**config.mk**
```make
export PLATFORM = sky130hd
export DESIGN_NAME = mant_div_seq
export DESIGN_NICKNAME = d
export VERILOG_FILES = /design/src/rtl/mant_div_seq_pkg.sv /design/src/rtl/div_sub_step.sv /design/src/rtl/mant_div_seq.sv
export SDC_FILE = /design/constraint.sdc
export NUM_CORES = 1
export LEC_CHECK = 0
export CAP_MARGIN = 20
export CORE_MARGIN = 4
export CORE_UTILIZATION = 30
export CTS_CLUSTER_DIAMETER = 40
export DETAILED_ROUTE_END_ITERATION = 8
export PLACE_DENSITY_LB_ADDON = 0.12
export SLEW_MARGIN = 10
export SYNTH_ARGS = -nofsm -noshare
export SYNTH_HDL_FRONTEND = slang
export SYNTH_SLANG_ARGS = --single-unit
```
**constraint.sdc**
```tcl
create_clock -name clk -period 7.1 [get_ports clk]
set_input_delay 1.42 -clock clk [delete_from_list [all_inputs] [get_ports clk]]
set_output_delay 1.42 -clock clk [all_outputs]
set_load 0.02 [all_outputs]
```
**src/rtl/mant_div_seq_pkg.sv**
```systemverilog
// Shared FPU mantissa-divider definitions.
// Holds the default mantissa width (hidden bit included), the derived
// quotient width, and the state type used by the sequential divider.
package mant_div_seq_pkg;

  localparam int MANT_W = 24;
  localparam int QUOT_W = MANT_W + 2;

  typedef enum logic [1:0] {
    IDLE,
    BUSY,
    DONE
  } div_state_t;

endpackage

```
**src/rtl/div_sub_step.sv**
```systemverilog
// One trial-subtract step of the restoring divider.
// Ports:
//   a      - partial remainder (W bits)
//   b      - zero-extended divisor (W bits)
//   diff   - a - b, modulo 2^W
//   borrow - 1 when b > a; the quotient bit for this step is ~borrow
module div_sub_step #(
  parameter int W = 25
) (
  input  logic [W-1:0] a,
  input  logic [W-1:0] b,
  output logic [W-1:0] diff,
  output logic         borrow
);

  // An extra top bit on both operands captures the borrow out.
  assign {borrow, diff} = {1'b0, a} - {1'b0, b};

endmodule

```
**src/rtl/mant_div_seq.sv**
```systemverilog
// Sequential radix-2 restoring divider for floating-point mantissas.
// Produces floor(dividend * 2^(WIDTH+1) / divisor) one bit per cycle,
// MSB (integer bit) first.
// Ports:
//   clk, rst            - clock, asynchronous active-high reset
//   in_valid / in_ready - operand handshake (dividend, divisor)
//   out_valid/out_ready - result handshake
//   quotient            - WIDTH+2 bit quotient, bit WIDTH+1 is the integer bit
//   sticky              - final remainder was nonzero
//   ovf                 - dividend >= 2*divisor (quotient saturated to all ones)
//   dbz                 - divisor was zero (quotient saturated to all ones)
module mant_div_seq
  import mant_div_seq_pkg::*;
#(
  parameter int WIDTH = MANT_W
) (
  input  logic             clk,
  input  logic             rst,
  input  logic             in_valid,
  output logic             in_ready,
  input  logic [WIDTH-1:0] dividend,
  input  logic [WIDTH-1:0] divisor,
  output logic             out_valid,
  input  logic             out_ready,
  output logic [WIDTH+1:0] quotient,
  output logic             sticky,
  output logic             ovf,
  output logic             dbz
);

  localparam int CNT_W = $clog2(WIDTH + 2);
  localparam logic [CNT_W-1:0] LAST_STEP = CNT_W'(WIDTH + 1);

  div_state_t       state;
  logic [CNT_W-1:0] cnt;
  logic [WIDTH:0]   rem;
  logic [WIDTH-1:0] dsr;
  logic [WIDTH+1:0] qsr;
  logic             ovf_seen;
  logic             dbz_pend;

  logic [WIDTH:0]   diff;
  logic [WIDTH:0]   rem_next;
  logic             borrow;
  logic             q_bit;
  logic             ovf_now;
  logic [WIDTH+1:0] q_shift;

  div_sub_step #(
    .W(WIDTH + 1)
  ) u_sub (
    .a      (rem),
    .b      ({1'b0, dsr}),
    .diff   (diff),
    .borrow (borrow)
  );

  // Restoring step: keep the difference only when it did not go negative.
  assign q_bit    = ~borrow;
  assign rem_next = q_bit ? diff : rem;
  assign q_shift  = {qsr[WIDTH:0], q_bit};

  // Only the integer-bit step can reveal that the quotient needs a second
  // integer bit; every later step keeps rem_next below the divisor.
  assign ovf_now = (cnt == LAST_STEP) && (rem_next >= {1'b0, dsr});

  // Control FSM plus datapath registers. A zero divisor still passes
  // through BUSY for one cycle so its result appears one edge after
  // acceptance; after a non-overflow step rem_next < divisor < 2^WIDTH,
  // so dropping its top bit in the shift loses nothing.
  always_ff @(posedge clk or posedge rst) begin
    if (rst) begin
      state     <= IDLE;
      cnt       <= '0;
      rem       <= '0;
      dsr       <= '0;
      qsr       <= '0;
      ovf_seen  <= 1'b0;
      dbz_pend  <= 1'b0;
      in_ready  <= 1'b1;
      out_valid <= 1'b0;
      quotient  <= '0;
      sticky    <= 1'b0;
      ovf       <= 1'b0;
      dbz       <= 1'b0;
    end else begin
      case (state)
        IDLE: begin
          if (in_valid) begin
            dsr      <= divisor;
            rem      <= {1'b0, dividend};
            cnt      <= LAST_STEP;
            qsr      <= '0;
            ovf_seen <= 1'b0;
            dbz_pend <= (divisor == '0);
            in_ready <= 1'b0;
            state    <= BUSY;
          end
        end

        BUSY: begin
          if (dbz_pend) begin
            quotient  <= '1;
            sticky    <= 1'b0;
            ovf       <= 1'b0;
            dbz       <= 1'b1;
            out_valid <= 1'b1;
            state     <= DONE;
          end else begin
            qsr <= q_shift;
            if (ovf_now) begin
              ovf_seen <= 1'b1;
            end
            if (cnt != '0) begin
              rem <= {rem_next[WIDTH-1:0], 1'b0};
              cnt <= cnt - 1'b1;
            end else begin
              if (ovf_seen) begin
                quotient <= '1;
                sticky   <= 1'b1;
                ovf      <= 1'b1;
              end else begin
                quotient <= q_shift;
                sticky   <= (rem_next != '0);
                ovf      <= 1'b0;
              end
              dbz       <= 1'b0;
              out_valid <= 1'b1;
              state     <= DONE;
            end
          end
        end

        DONE: begin
          if (out_ready) begin
            out_valid <= 1'b0;
            in_ready  <= 1'b1;
            state     <= IDLE;
          end
        end

        default: begin
          state <= IDLE;
        end
      endcase
    end
  end

endmodule
```
== Word level (Yosys, flattened, before mapping) ==
Cells that the tools add are included.

* Register bits: 114
* Bits of input ports: 52
* Output and inout bits: 31
* Logic and storage cells: 81

* Add/subtract/negate cells: 2
* Order comparisons: 1
* Equality and inequality tests: 10
* Muxes and demuxes: 38
* Bitwise operators: 1
* Reductions and logical operators: 16

{| class="wikitable"
|+ Operators with widths
! kind !! number
|-
| 25-bit two-way mux || 6
|-
| 25-bit one-hot mux with 2 select lines || 2
|-
| 26-bit two-way mux || 3
|-
| 25-bit by 24-bit subtractor with 26-bit output || 1
|-
| 25-bit by 24-bit >= comparator with 1-bit output || 1
|-
| 25-bit nonzero test || 1
|-
| 24-bit zero test || 1
|-
| 1-bit two-way mux || 15
|-
| 5-bit two-way mux || 3
|-
| 2-bit inequality test, second input constant || 6
|-
| 3-bit AND reduction || 4
|-
| 5-bit one-hot mux with 2 select lines || 1
|-
| 2-bit two-way mux || 4
|-
| 4-bit AND reduction || 2
|-
| 1-bit one-hot mux with 2 select lines || 3
|-
| 2-bit one-hot mux with 3 select lines || 1
|-
| 2-bit nonzero test || 3
|-
| 5-bit equality test, second input constant || 1
|-
| 5-bit nonzero test || 1
|-
| 5-bit by 1-bit subtractor with 5-bit output, second input constant || 1
|-
| 2-bit AND reduction || 2
|-
| 3-bit inequality test, second input constant || 1
|-
| 2-bit by 1-bit equality test with 1-bit output, second input constant || 1
|-
| 2-bit equality test, second input constant || 1
|-
| 3 further kinds || 3
|}

== Longest topological paths before layout ==
Gate-level depths: netlist of the first run.

* Depth after elaboration: 7
* Depth in mapped cells: 23
* Gate-level depth less buffers: 20

== Cells and area by module ==
A second synthesis of the first run with hierarchy kept.

* Cell total of the unflattened synthesis: 776
* Area total of the unflattened synthesis: 6999.2 um^2

{| class="wikitable"
|+ Modules (own cells, without submodules)
! module !! times used !! cells each !! area an instance (um^2) !! seq. area each (um^2)
|-
| mant_div_seq || 1 || 573 || 5619.1 || 2854.0
|-
| div_sub_step || 1 || 203 || 1380.1 || 0.0
|}

== Least setup slack after synthesis of the first run ==
Ideal clock, no wire load.

* Kind: register -> register
* From: register rem[8]
* To: register ovf_seen
* Setup time: 0.122 ns
* Data arrival time: 4.047 ns
* Required time: 6.978 ns
* Slack: 2.931 ns
* Cell stages (with the launch flop): 23
* Path buffers: 3
* Period minus slack after synthesis: 4.169 ns
* Cell sequence: dfrtp_1 -> ha_1 -> buf_2 -> a21oi_2 -> o21ai_1 -> or3b_2 -> nand3b_2 -> a2111oi_4 -> or2_1 -> buf_2 -> buf_2 -> nand2_1 -> o21ai_1 -> ha_1 -> a21o_1 -> a21o_1 -> a211oi_1 -> o21ai_0 -> a21oi_1 -> o211ai_1 -> o211ai_1 -> nand3_1 -> a32o_1

* Word-level cells in the longest chain between the ends: 6

{| class="wikitable"
|+ RTL lines
! what !! RTL line !! RTL
|-
| start, declared || mant_div_seq.sv:36 || <nowiki>logic [WIDTH:0] rem;</nowiki>
|-
| start signal, assigned || mant_div_seq.sv:91 || <nowiki>rem <= {1'b0, dividend};</nowiki>
|-
| start signal, assigned || mant_div_seq.sv:115 || <nowiki>rem <= {rem_next[WIDTH-1:0], 1'b0};</nowiki>
|-
| 25-bit by 24-bit subtractor with 26-bit output || div_sub_step.sv:17 || <nowiki>assign {borrow, diff} = {1'b0, a} - {1'b0, b};</nowiki>
|-
| 25-bit two-way mux (*) || mant_div_seq.sv:60 || <nowiki>assign rem_next = q_bit ? diff : rem;</nowiki>
|-
| 25-bit by 24-bit >= comparator with 1-bit output (*) || mant_div_seq.sv:65 || <nowiki>assign ovf_now = (cnt == LAST_STEP) && (rem_next >= {1'b0, dsr});</nowiki>
|-
| 1-bit logical AND (*) || mant_div_seq.sv:65 ||
|-
| 2-bit inequality test (no line) (*) || -- ||
|-
| 4-bit AND reduction (no line) (*) || -- ||
|-
| end signal, assigned || mant_div_seq.sv:78 || <nowiki>ovf_seen <= 1'b0;</nowiki>
|-
| end signal, assigned || mant_div_seq.sv:94 || <nowiki>ovf_seen <= 1'b0;</nowiki>
|-
| end signal, assigned || mant_div_seq.sv:112 || <nowiki>ovf_seen <= 1'b1;</nowiki>
|-
| end, declared || mant_div_seq.sv:39 || <nowiki>logic ovf_seen;</nowiki>
|}

Mark *: on every way between the ends. The rest lies on a longest branch, timed or not.
A chain may end at the register's enable or synchronous reset.

== Worst setup path after layout of the first run ==
* From: register rem[6]
* To: register ovf_seen

The elaborated chain is that of the path after synthesis.

==> out/metrics.csv, run 1 <==
stage,metric,value,unit
final_layout,drive_above_1_share,0.0750,
floorplan,start_util,0.305,
grt,antenna_found_initial,0,
synth,synth_xor_area_frac,0.0277,
synth,synthCells,684,
final_layout,n_fill_cell,2195,
synth,yosys.area_share.simple,0.118,
place,hpwl,14000,um
worst_setup_path,crit_path_end_kind,flip-flop,
worst_hold_path,holdCritPathClass,flip-flop to flip-flop,
synth,synth_nets,788,
floorplan,die_h,157,um
worst_setup_path,start_kind,flip-flop,
floorplan,io_pins,83,
final_layout,diodes,0,
worst_setup_path,crit_required,7410,ps
synth,yosysWarnings,0,
timing,hold_viol_final,0,
synth,synthFlopType,dfrtp_1,
place,place.gp.congestion,0.914,
worst_setup_path,crit_fanout,28,
timing,grt_setup_unrepaired,false,
clocking,cts_resized,0,
timing,setup_viol,0,
grt,grt_max_degree,74,
grt,grt_pass1_vias,5579,
synth,synth_edf_count,0,
clocking,h-tree-depth,4,
timing,max_slew.worst_pin.slew,1020,ps
floorplan,core,0.0218,mm2
detailed_routing,viasPerCell,5.36,
clocking,cts_buffer_depth,2,
grt,grt_pass1_wl,31300,um
detailed_routing,remaining_drc_errors,0,
grt,grtUsageTotal,0.160,
status,status,"complete, no violations",
synth,synth_compound_area_frac,0.269,
detailed_routing,drtIter0Drc,393,
timing,slew_viol_final,0,
synth,synth-seq-area-share,0.429,
timing,fmax,188,MHz
timing,fin_skew,7.80,ps
synth,syn_area_per_cell,9.72,um2
floorplan,die_width,157,um
detailed_routing,via_count,5645,
place,port_buffers,82,
grt,overflow,0,
final_layout,synthToLayoutAreaGrowth,25.7,%
clocking,cts.sinks,114,
clocking,post_cts_buffers,0,
clocking,clk_pin_slew,70,ps
worst_hold_path,hold_depth,1,
synth,synth-seq-cells,114,
floorplan,die-area,0.0246,mm2
worst_setup_path,r2r_cells,18,
synth,muxShareOfSynthArea,0.0115,
detailed_routing,wl_per_cell,18.3,um
clocking,cts_hold_buf,0,
clocking,numCtsBuffers,17,
flow_run,max-cap-violations,0,
worst_setup_path,arrival,5640,ps
synth,syn_area,0.00665,mm2
detailed_routing,routed_wl,19200,um
synth,synth_top_family_by_area,compound AO/OA/AOI/OAI gates,
timing,tns,0,ps
final_layout,nNetsFinal,864,
timing,fin_crit,5330,ps
worst_setup_path,crit_type,flip-flop to flip-flop,
synth,synth_cell_types,66,
synth,synthArstFlopShare,1.00,
clocking,clk-insertion-delay-late,420,ps
floorplan,rows,54,
timing,timing.hold.ws,506,ps
timing,slew_headroom,0.318,
synth,synth_adder_area_share,0.0990,
detailed_routing,ant_nets,0,
clocking,ctsRootBufferMaster,clkbuf_16,
clocking,cts_tree,built,
detailed_routing,dr.pass1.iters,5,
timing,period_share,0.751,
[final timing paths]
check | endpoint | from | slack, ps
max | ovf_seen | rem[6] | 1770
min | quotient[17] | quotient[17] | 510
max reg2reg | ovf_seen | rem[6] | 1770
min reg2reg | quotient[17] | quotient[17] | 510
max in group asynchronous | dsr[0] | rst | 4380
min in group asynchronous | qsr[7] | rst | 1510
[sequential cells by signal (all words and copies together), names as in the netlist, 2 cells and up]
register,flops
dsr,24
state,2
qsr,25
quotient,26
rem,25
cnt,5
[layout by cell type (no fill, tap or decap), types with 16 or more instances in the layout]
cell / netlist / final
clkdlybuf4s50_1: 0 / 82
a22o_1: 39 / 39
clkbuf_16: 0 / 17
o21ai_0: 48 / 48
o21ai_1: 16 / 16
inv_1: 45 / 44
dfrtp_1: 113 / 113
nor2_1: 25 / 23
a21o_1: 30 / 30
o22a_1: 26 / 26
ha_1: 51 / 51
a21oi_1: 39 / 39
nand2_1: 67 / 67
[stage by stage]
step	util	cells	setup slack, ps	instance area (um2)
after global placement	0.355	1020	1920	7750
after global routing	0.383	1053	1370	8350
final	0.383	1053	1770	8350
after floorplan	-	684	2670	6650
after detailed placement	0.355	1020	1820	7750
after CTS	0.382	1052	1820	8340
[final cells by class]
type	instances	area (um2)	area share
inverters	45	171	0.0205
multi-input cells	493	3510	0.420
repair buffers	89	877	0.105
well taps	280	350	0.0419
clock inverters	15	168	0.0201
clock buffers	17	425	0.0509
flip-flops and latches	114	2850	0.342
[synth_stat cells, drive strengths merged (4+ instances only)]
master	n	area, um2
a211oi	4	30.0
a21o	30	225
a21oi	41	213
a222oi	6	60.1
a22o	39	342
a22oi	5	37.5
and2	4	25.0
and3	5	31.3
buf	9	45.1
clkbuf	23	86.3
dfrtp	113	2830
ha	51	638
inv	45	169
mux2	5	56.3
nand2	67	251
nand2b	5	31.3
nand3	8	40.0
nand4	15	93.8
nor2	26	100
nor3	6	30.0
nor4	10	62.6
o211ai	4	30.0
o21a	5	37.5
o21ai	64	320
o22a	26	228
xnor2	13	114
xor2	8	70.1
[routing by layer]
| metal | global-route usage | part of all wire | routed length (um) |
|---|---|---|---|
| met5 | 0 | 0 | 0 |
| met4 | 0.0446 | 0.014 | 268 |
| met3 | 0.0271 | 0.038 | 724 |
| met2 | 0.251 | 0.47 | 9040 |
| met1 | 0.229 | 0.48 | 9210 |
[worst max-delay path, stage by stage, from the launching register on]
cell and delay (ps):
dfrtp_1 440, ha_1 440, a21oi_2 180, o21ai_1 100
or3b_2 220, nand3b_2 140, a2111oi_4 630, or2_1 860
o21ai_1 210, ha_1 340, a21o_1 160, a21o_1 170
a211oi_1 250, o21ai_0 170, a21oi_1 300, o211ai_1 130
o211ai_1 110, nand3_1 90, a32o_1 260
[logic make-up (layout without fill, tap and decap cells)]
| group | Yosys count | count (layout) |
|---|---|---|
| flip-flops | 114 | 114 |
| XOR/XNOR | 21 | 21 |
| adder cells (fa/ha/maj) | 52 | 52 |
| buffers and inverters | 77 | 166 |
| AND/OR/NAND/NOR | 161 | 161 |
| multiplexers | 7 | 7 |
| AO/OA/AOI/OAI | 252 | 252 |
Power of run 1 is not shown: default switching activity piles up to over one toggle a cycle in this logic, so the estimate is an artifact.
==> run 2: changes to the inputs <==
==> constraint.sdc (replaced) <==
create_clock -name clk -period 4.3 [get_ports clk]
set_input_delay 0.86 -clock clk [delete_from_list [all_inputs] [get_ports clk]]
set_output_delay 0.86 -clock clk [all_outputs]
set_load 0.02 [all_outputs]
==> run 2 against run 1 <==
- final cell count rose by 8.8%
- global-route usage is 1.8 points higher
- die area did not move
- sequential share of layout area decreased by 3.3 points
- critical path depth stayed put
- first-iteration DRC count fell by 18%
- maximum frequency up 29%
- utilization rose by 4.1 points
- critical endpoint unchanged
==> out/metrics.csv, run 2 (same netlist as run 1, synthesis figures left out) <==
stage,metric,value,unit,change
clocking,cts_hold_buf,0,,unchanged
floorplan,core,0.0218,mm2,unchanged
clocking,cts_tree,built,,
place,hpwl,16300,um,+16%
worst_setup_path,crit_required,4640,ps,-2770 ps
final_layout,nNetsFinal,957,,+11%
flow_run,max-cap-violations,0,,unchanged
clocking,h-tree-depth,4,,unchanged
timing,slew_viol_final,0,,unchanged
floorplan,die-area,0.0246,mm2,unchanged
timing,tns,0,ps,unchanged
final_layout,regMostFlops,quotient,,
timing,fmax,242,MHz,+29%
grt,grt_max_degree,56,,-24%
clocking,cts.sinks,114,,unchanged
status,status,"complete, no violations",,
final_layout,final_cell_mix,"dfrtp_1 (113), buf_4 (97), clkdlybuf4s50_1 (82)",,
worst_setup_path,crit_fanout,4,,-86%
detailed_routing,via_count,5942,,+5.3%
floorplan,die_h,157,um,unchanged
timing,setup_viol,0,,unchanged
floorplan,die_width,157,um,unchanged
place,place_inst,1111,,+8.9%
worst_setup_path,arrival,4480,ps,-1160 ps
grt,grt_pass1_vias,6168,,+11%
grt,overflow,0,,unchanged
place,place_ws,-189,ps,-2010 ps
worst_setup_path,cpLargestDelayFamily,compound AO/OA/AOI/OAI gates,,
timing,fin_ws,165,ps,-1600 ps
worst_setup_path,crit_path_end_kind,flip-flop,,
grt,grtUsageTotal,0.178,,+0.0177
grt,grt_pass1_wl,34100,um,+9.1%
timing,period_share,0.962,,+0.211
worst_setup_path,timing.rr.start,rem[4],,
timing,grt_setup_unrepaired,false,,
worst_hold_path,min-delay-start,quotient[13],,
clocking,numCtsBuffers,17,,unchanged
floorplan,io_pins,83,,unchanged
final_layout,instances_no_fill,1146,,+8.8%
final_layout,largest_register_ffs,26,,unchanged
worst_setup_path,worstPathCellList,"ha_1, buf_4, a21o_1, a21oi_1, a211oi_2, buf_4, o21ba_1, or3_1, and2_1, mux2_2, ha_1, nand4_1, nor2_1, a21oi_2, o211ai_1, o211ai_1, nand3_1, a32o_1",,
timing,fin_crit,4140,ps,-1200 ps
worst_setup_path,critPathLaunch,rem[4],,
timing,max_slew.worst_pin.slew,1020,ps,-3.77 ps
detailed_routing,wl_per_cell,18.6,um,+1.8%
detailed_routing,viasPerCell,5.18,,-3.3%
detailed_routing,dr.pass1.iters,5,,unchanged
place,place.gp.congestion,0.936,,+2.5%
detailed_routing,remaining_drc_errors,0,,unchanged
worst_setup_path,crit_type,flip-flop to flip-flop,,
place,port_buffers,82,,unchanged
final_layout,reg_top3,"quotient x26, qsr x25, rem x25",,
clocking,clk-insertion-delay-late,410,ps,about the same
clocking,cts_buffer_depth,2,,unchanged
grt,antenna_found_initial,0,,unchanged
floorplan,rows,54,,unchanged
worst_setup_path,start_kind,flip-flop,,
detailed_routing,routed_wl,21300,um,+11%
worst_setup_path,crit_buf_inv,2,,+2
worst_setup_path,worst_path_max_delay_cell,dfrtp_1,,
floorplan,start_util,0.305,,unchanged
final_layout,synthToLayoutAreaGrowth,39.0,%,
worst_setup_path,cp_slowest_stage_delay,390,ps,-470 ps
detailed_routing,ant_nets,0,,unchanged
timing,hold_viol_final,0,,unchanged
timing,timing.hold.ws,504,ps,-1.82 ps
timing,fin_skew,11.7,ps,+3.92 ps
timing,slew_headroom,0.321,,+0.00251
final_layout,drive_above_1_share,0.195,,+0.120
final_layout,final_common_cell,dfrtp_1,,
detailed_routing,drtIter0Drc,321,,-18%
clocking,clk_pin_slew,60,ps,about the same
worst_hold_path,holdCritPathClass,flip-flop to flip-flop,,
final_layout,diodes,0,,unchanged
clocking,ctsRootBufferMaster,clkbuf_16,,
[run 2: metrics by stage]
stage	instance area [um2]	utilization
CTS	9120	0.418
global route	9240	0.423
detailed placement	8440	0.387
floorplan	6650	-
global placement	8440	0.387
finish	9240	0.423
[run 2: worst paths after layout]
check,to,slack (ps),cells past startpoint
max,ovf_seen,160,18
min,quotient[13],500,1
max reg2reg,ovf_seen,160,18
min reg2reg,quotient[13],500,1
max in group asynchronous,dsr[2],2430,3
min in group asynchronous,quotient[5],920,2
[run 2: final cells by class]
cell class                 count  area [um2]
fill                        2143       12600
multi-input combinational    493        3640
sequential                   114        2850
timing repair buffer         182        1590
clock buffer                  18         439
tap                          280         350
clock inverter                14         194
inverter                      45         171
[run 2: layer usage]
| layer | wire length, um | track usage | up-vias |
|---|---|---|---|
| met4 | 277 | 0.0541 | 0 |
| met3 | 838 | 0.0315 | 19 |
| met1 | 9770 | 0.239 | 2917 |
| li1 | - | - | 2886 |
| met2 | 10400 | 0.294 | 120 |
| met5 | 0 | 0 | - |
[run 2: what timing repair did]
| item | CTS | global route |
|---|---|---|
| pin swaps | 0 | 10 |
| resized for setup | 9 | 20 |
| setup buffers | 0 | 3 |
| setup endpoints to repair | 1 | 1 |
Power of run 2 is left out for the same reason.
==> run 3: changes to the inputs <==
--- a/config.mk
+++ b/config.mk
@@ -8,7 +8,6 @@
 export CAP_MARGIN = 20
 export CORE_MARGIN = 4
 export CORE_UTILIZATION = 30
-export CTS_CLUSTER_DIAMETER = 40
 export DETAILED_ROUTE_END_ITERATION = 8
 export PLACE_DENSITY_LB_ADDON = 0.12
 export SLEW_MARGIN = 10
==> results of run 3 <==
The final DEF is identical to that of run 2; final timing and power are the same.
Power of run 3 is left out for the same reason.
